===== src/rtl/fpu_stream_gen.sv =====
// fpu_stream_gen
//   Stimulus streamer and latency monitor for FPU unit benches. A table of
//   DEPTH operand vectors is preloaded while idle. A run then issues
//   num_vec vectors over valid/ready, with gap idle cycles after each
//   transfer, and counts the FPU's output handshakes.
//
//   Optional feature macro: FPU_STREAM_GEN_LAT_EN
//     defined   : per-transaction latency tracking (timestamp FIFO, free
//                 running 16-bit cycle counter, max_lat_o)
//     undefined : max_lat_o tied to 0, no timestamp storage
//
// Ports
//   clk_i, rst_i          clock, synchronous active-high reset
//   wr_en_i/addr/data     table write port (honoured only in IDLE/DONE)
//   num_vec_i, gap_i      run length and inter-vector gap, latched at start
//   start_i               launch a run (honoured only in IDLE/DONE)
//   operands_o, valid_o   vector to the FPU, ready_i handshake
//   resp_i                FPU output handshake (out_valid & out_ready)
//   busy_o, done_o        run in progress / run complete (sticky)
//   sent_cnt_o/recv_cnt_o transfers / counted responses this run
//   max_lat_o             maximum issue-to-response latency
//   err_o                 sticky: response with nothing outstanding
module fpu_stream_gen #(
    parameter int WIDTH        = 32,
    parameter int NUM_OPERANDS = 3,
    parameter int DEPTH        = 16,
    parameter int GAP_W        = 4,
    parameter int AW           = $clog2(DEPTH)
) (
    input  logic                          clk_i,
    input  logic                          rst_i,
    input  logic                          wr_en_i,
    input  logic [AW-1:0]                 wr_addr_i,
    input  logic [NUM_OPERANDS*WIDTH-1:0] wr_data_i,
    input  logic [AW:0]                   num_vec_i,
    input  logic [GAP_W-1:0]              gap_i,
    input  logic                          start_i,
    output logic [NUM_OPERANDS*WIDTH-1:0] operands_o,
    output logic                          valid_o,
    input  logic                          ready_i,
    input  logic                          resp_i,
    output logic                          busy_o,
    output logic                          done_o,
    output logic [AW:0]                   sent_cnt_o,
    output logic [AW:0]                   recv_cnt_o,
    output logic [15:0]                   max_lat_o,
    output logic                          err_o
);

    typedef enum logic [2:0] {
        S_IDLE  = 3'd0,
        S_SEND  = 3'd1,
        S_GAP   = 3'd2,
        S_DRAIN = 3'd3,
        S_DONE  = 3'd4
    } state_t;

    state_t                          r_state, w_next;
    logic [NUM_OPERANDS*WIDTH-1:0]   r_table [DEPTH];
    logic [AW-1:0]                   r_rd_ptr;
    logic [AW:0]                     r_num_vec, r_sent, r_recv;
    logic [GAP_W-1:0]                r_gap, r_gap_cnt;
    logic                            r_err;

    logic                            w_idle_like, w_start, w_xfer;
    logic                            w_last, w_resp_ok, w_resp_bad;
    logic [AW:0]                     w_outst;

    assign w_idle_like = (r_state == S_IDLE) || (r_state == S_DONE);
    assign w_start     = start_i && w_idle_like;
    assign w_xfer      = valid_o && ready_i;
    assign w_outst     = r_sent - r_recv;
    assign w_last      = (r_sent + (AW+1)'(1)) == r_num_vec;
    // A response pairs only with transactions already outstanding before this
    // cycle; a same-cycle issue can never be its partner.
    assign w_resp_ok   = resp_i && (w_outst != '0);
    assign w_resp_bad  = resp_i && (w_outst == '0);

    // ---------------- FSM: state register ----------------
    always_ff @(posedge clk_i) begin
        if (rst_i) r_state <= S_IDLE;
        else       r_state <= w_next;
    end

    // ---------------- FSM: next state ----------------
    always_comb begin
        w_next = r_state;
        case (r_state)
            S_IDLE, S_DONE: begin
                if (start_i) w_next = (num_vec_i == '0) ? S_DONE : S_SEND;
            end
            S_SEND: begin
                if (ready_i) begin
                    if (w_last)            w_next = S_DRAIN;
                    else if (r_gap != '0)  w_next = S_GAP;
                    else                   w_next = S_SEND;
                end
            end
            // gap counter is loaded with the (nonzero) gap on each transfer
            S_GAP:   if (r_gap_cnt <= GAP_W'(1)) w_next = S_SEND;
            S_DRAIN: if (w_outst == '0)          w_next = S_DONE;
            default: w_next = S_IDLE;
        endcase
    end

    // ---------------- FSM: outputs ----------------
    always_comb begin
        valid_o    = (r_state == S_SEND);
        busy_o     = (r_state == S_SEND) || (r_state == S_GAP) || (r_state == S_DRAIN);
        done_o     = (r_state == S_DONE);
        operands_o = valid_o ? r_table[r_rd_ptr] : '0;
    end

    assign sent_cnt_o = r_sent;
    assign recv_cnt_o = r_recv;
    assign err_o      = r_err;

    // ---------------- run datapath ----------------
    always_ff @(posedge clk_i) begin
        if (rst_i) begin
            r_rd_ptr  <= '0;
            r_num_vec <= '0;
            r_sent    <= '0;
            r_recv    <= '0;
            r_gap     <= '0;
            r_gap_cnt <= '0;
            r_err     <= 1'b0;
        end else if (w_start) begin
            r_rd_ptr  <= '0;
            r_num_vec <= num_vec_i;
            r_sent    <= '0;
            r_recv    <= '0;
            r_gap     <= gap_i;
            r_gap_cnt <= '0;
            r_err     <= 1'b0;
        end else begin
            if (w_xfer) begin
                r_rd_ptr  <= r_rd_ptr + AW'(1);
                r_sent    <= r_sent + (AW+1)'(1);
                r_gap_cnt <= r_gap;
            end else if (r_state == S_GAP) begin
                r_gap_cnt <= r_gap_cnt - GAP_W'(1);
            end
            if (w_resp_ok)  r_recv <= r_recv + (AW+1)'(1);
            if (w_resp_bad) r_err  <= 1'b1;
        end
    end

    // Table contents survive reset so a restart can re-send them.
    always_ff @(posedge clk_i) begin
        if (wr_en_i && w_idle_like) r_table[wr_addr_i] <= wr_data_i;
    end

`ifdef FPU_STREAM_GEN_LAT_EN
    // ---------------- latency monitor ----------------
    logic [15:0]   r_cycle, r_max_lat;
    logic [15:0]   r_stamp [DEPTH];
    logic [AW-1:0] r_ts_wp, r_ts_rp;
    logic [15:0]   w_lat;

    // modulo-2^16 difference handles counter wrap
    assign w_lat = r_cycle - r_stamp[r_ts_rp];

    always_ff @(posedge clk_i) begin
        if (rst_i) begin
            r_cycle   <= '0;
            r_ts_wp   <= '0;
            r_ts_rp   <= '0;
            r_max_lat <= '0;
        end else begin
            r_cycle <= r_cycle + 16'd1;
            if (w_start) begin
                r_ts_wp   <= '0;
                r_ts_rp   <= '0;
                r_max_lat <= '0;
            end else begin
                if (w_xfer) r_ts_wp <= r_ts_wp + AW'(1);
                if (w_resp_ok) begin
                    r_ts_rp <= r_ts_rp + AW'(1);
                    if (w_lat > r_max_lat) r_max_lat <= w_lat;
                end
            end
        end
    end

    always_ff @(posedge clk_i) begin
        if (w_xfer) r_stamp[r_ts_wp] <= r_cycle;
    end

    assign max_lat_o = r_max_lat;
`else
    assign max_lat_o = '0;
`endif

endmodule


===== config.mk =====
export PLATFORM = sky130hd
export DESIGN_NAME = fpu_stream_gen
export DESIGN_NICKNAME = d
export VERILOG_FILES = /design/src/rtl/fpu_stream_gen.sv
export SDC_FILE = /design/constraint.sdc
export NUM_CORES = 1
export LEC_CHECK = 0
export CORE_ASPECT_RATIO = 1.1
export CORE_MARGIN = 3
export CORE_UTILIZATION = 30
export CTS_CLUSTER_DIAMETER = 100
export CTS_CLUSTER_SIZE = 14
export DETAILED_ROUTE_END_ITERATION = 6
export REMOVE_ABC_BUFFERS = 1
export SETUP_SLACK_MARGIN = 0.4
export SLEW_MARGIN = 20
export SYNTH_ARGS = -nofsm -noshare
export SYNTH_HDL_FRONTEND = slang
export SYNTH_SLANG_ARGS = --single-unit

===== constraint.sdc =====
create_clock -name clk_i -period 11.6 [get_ports clk_i]
set_input_delay 2.32 -clock clk_i [delete_from_list [all_inputs] [get_ports clk_i]]
set_output_delay 2.32 -clock clk_i [all_outputs]
set_load 0.01 [all_outputs]

==> impl_metrics.py <==
metrics = {
    "pwr": {
        "irDropWorstVdd_mv": 0.122,
        "p_leak_uw": 0.0203,
        "power_density_nw_per_um2": 174,
        "fin_total_pwr_uw": 12100,
    },
    "floorplanning": {
        "ioPinCount": 241,
        "coreArea_um2": 198000,
        "start_util": 0.303,
        "die_w_um": 433,
        "fp-row-count": 171,
        "dieHeight_um": 475,
        "die_area_um2": 206000,
    },
    "yosys": {
        "synth.distinct_cells": 47,
        "synth_flop_cell": "edfxtp_1",
        "synth-compound-area-share": 0.00415,
        "yosysWarningCount": 0,
        "ys_ff_latch": 1571,
        "netlist_instances": 2479,
        "synth.cell_area_um2": 60100,
        "ys_seq_area_frac": 0.780,
        "synth_fa_ha_area_frac": 0.00188,
        "syn_area_per_cell_um2": 24.2,
        "synthMuxAreaShare": 0.182,
        "synth_top_family_by_area": "multiplexers",
        "synth_edf_count": 1536,
        "synthSimpleGateAreaFrac": 0.0183,
        "synth_xor_area_frac": 0.00285,
        "asyncSetResetFlopFracSynth": 0,
    },
    "drt": {
        "drt_iter0_markers": 2424,
        "via_per_inst": 4.97,
        "wirelength_um": 144000,
        "drt-wirelength-per-cell_um": 26.7,
        "ant_nets": 0,
        "vias": 26883,
        "drc_errors": 0,
        "drt_pass1_iterations": 7,
    },
    "setup_path": {
        "endpoint_kind": "output pin",
        "timing_worst_setup_path_type": "flip-flop to output pin",
        "worstPathRequired_ns": 9.28,
        "reg2reg_from": "r_state[0]$_SDFFE_PP0P_",
        "worstPathArrival_ns": 5.04,
        "start_kind": "flip-flop",
        "cp_max_fo": 43,
        "rrSetupSlack_ns": 7.74,
    },
    "layout": {
        "final_area_um2": 69400,
        "fin_nets": 2895,
        "area_growth_pct": 15.6,
        "final_common_cell": "edfxtp_1",
        "layout_common_cells": "edfxtp_1 (1,536), mux4_2 (480), clkdlybuf4s50_1 (224), clkbuf_16 (135), and2_1 (97)",
        "drive_gt1_frac": 0.258,
    },
    "cts": {
        "cts_setup_buffers": 0,
        "cts_resized": 0,
        "cts_max_level": 4,
        "cts_hold_buf": 0,
        "cts_buffer_depth": 3,
        "root_buffer": "clkbuf_16",
        "path_clk_slew_ns": 0.06,
        "numCtsBuffers": 134,
        "cts_sinks": 1571,
        "cts_tree": "done",
        "clkLatencyLatePin_ns": 0.78,
    },
    "grt": {
        "grt_pass1_wl_um": 207000,
        "grt_pass1_vias": 28247,
        "grt_overflow": 0,
        "antenna_found_initial": 34,
        "grt_max_degree": 158,
        "track_usage": 0.140,
    },
    "timing": {
        "max_freq_ghz": 0.136,
        "maxSlewViolCount": 0,
        "setup_viol": 0,
        "finalCritPeriodShare": 0.634,
        "relSlewSlack": 0.164,
        "period_needed_ns": 7.36,
        "hold_violations": 0,
        "rsz0062_at_grt": "false",
        "worstMarginPinSlew_ns": 1.25,
        "fin_skew_ns": 0.0332,
    },
    "place": {
        "numPortBuffers": 224,
        "dp_hpwl_um": 73200,
        "place_congestion": 0.705,
        "dpl_cell_area_um2": 65600,
    },
    "job": {
        "maxCapViolCount": 0,
    },
    "run_status": {
        "status": "finished clean",
    },
    "hold_path": {
        "min_from": "err_o$_SDFFE_PP0P_",
        "min_path_type": "flip-flop to flip-flop",
    },
}
-- per-layer routing --
layer | global-route usage | vias to the layer above | part of all wire
met5 | 0 | - | 0.0014
met4 | 0.0354 | 32 | 0.019
met3 | 0.0363 | 202 | 0.069
met2 | 0.223 | 808 | 0.48
met1 | 0.193 | 14760 | 0.43
li1 | - | 11081 | -
-- power by group --
part	switching [µW]	internal, µW	total, µW
Clock	2010	2130	4130
Sequential	63.0	6370	6440
Combinational	786	709	1490
Total	2850	9210	12100
-- registers in the layout, indices dropped and copies added, names as in the netlist, 3 cells and up, named ones only --
signal	cells
r_num_vec	5
r_rd_ptr	4
r_state	3
r_gap	4
recv_cnt_o	5
sent_cnt_o	5
r_gap_cnt	4
r_table	1536
-- worst paths after layout --
path                                   end  depth (start not counted)
setup / recovery            operands_o[11]                          6
hold reg to reg         err_o$_SDFFE_PP0P_                          2
setup reg to reg  r_table[4][32]$_DFFE_PP_                          6
hold / removal          err_o$_SDFFE_PP0P_                          2
-- kinds of logic after synthesis --
family | Yosys count
AO/OA/AOI/OAI | 38
XOR/XNOR | 18
adder cells (fa/ha/maj) | 9
buffers and inverters | 152
flip-flops | 1571
multiplexers | 489
other | 1
AND/OR/NAND/NOR | 201
-- stage by stage --
stage / TNS, ns / util / cells / hold WS [ns] / worst slack, ns
floorplan: -741.12 / - / 2352 / 0.468 / -7.72
global placement: 0 / 0.331 / 5230 / 0.459 / 4.93
detailed placement: 0 / 0.331 / 5230 / 0.464 / 4.93
CTS: 0 / 0.350 / 5393 / 0.483 / 4.03
global route: 0 / 0.350 / 5401 / 0.538 / 3.78
finish: 0 / 0.350 / 5408 / 0.473 / 4.24
-- critical path, stage by stage (launching register included) --
cell and delay, ns:
dfxtp_4 0.92, buf_4 0.75, buf_4 0.69, mux4_2 0.58
mux4_2 0.53, and2_1 0.18, clkdlybuf4s50_1 0.47
-- synth_stat cells, drive strengths merged (2+ instances only) --
master,count,area [µm²]
a211oi,2,20.0
nor2,46,173
xnor2,9,78.8
nand4,5,31.3
mux2i,9,90.1
o211ai,2,20.0
a21oi,15,75.1
dfxtp,35,701
nor2b,3,18.8
o21ai,8,40.0
a311oi,2,17.5
buf,63,359
clkbuf,79,297
or3,7,43.8
inv,10,37.5
and2,97,607
nor3,9,45.0
nand2,15,56.3
nand2b,6,37.5
a31oi,2,12.5
mux4,480,10800
edfxtp,1536,46100
nand3,3,15.0
ha,9,113
xor2,8,70.1
or4,3,22.5
-- area by class of cell --
| type | count | area [µm²] |
|---|---|---|
| sequential | 1571 | 46800 |
| multi-input combinational | 771 | 12700 |
| inverter | 10 | 40.0 |
| clock buffer | 139 | 3390 |
| clock inverter | 24 | 399 |
| antenna | 15 | 37.5 |
| fill | 18144 | 129000 |
| tap | 2595 | 3250 |
| timing repair buffer | 283 | 2750 |
Power figures use the tool's default switching activity.
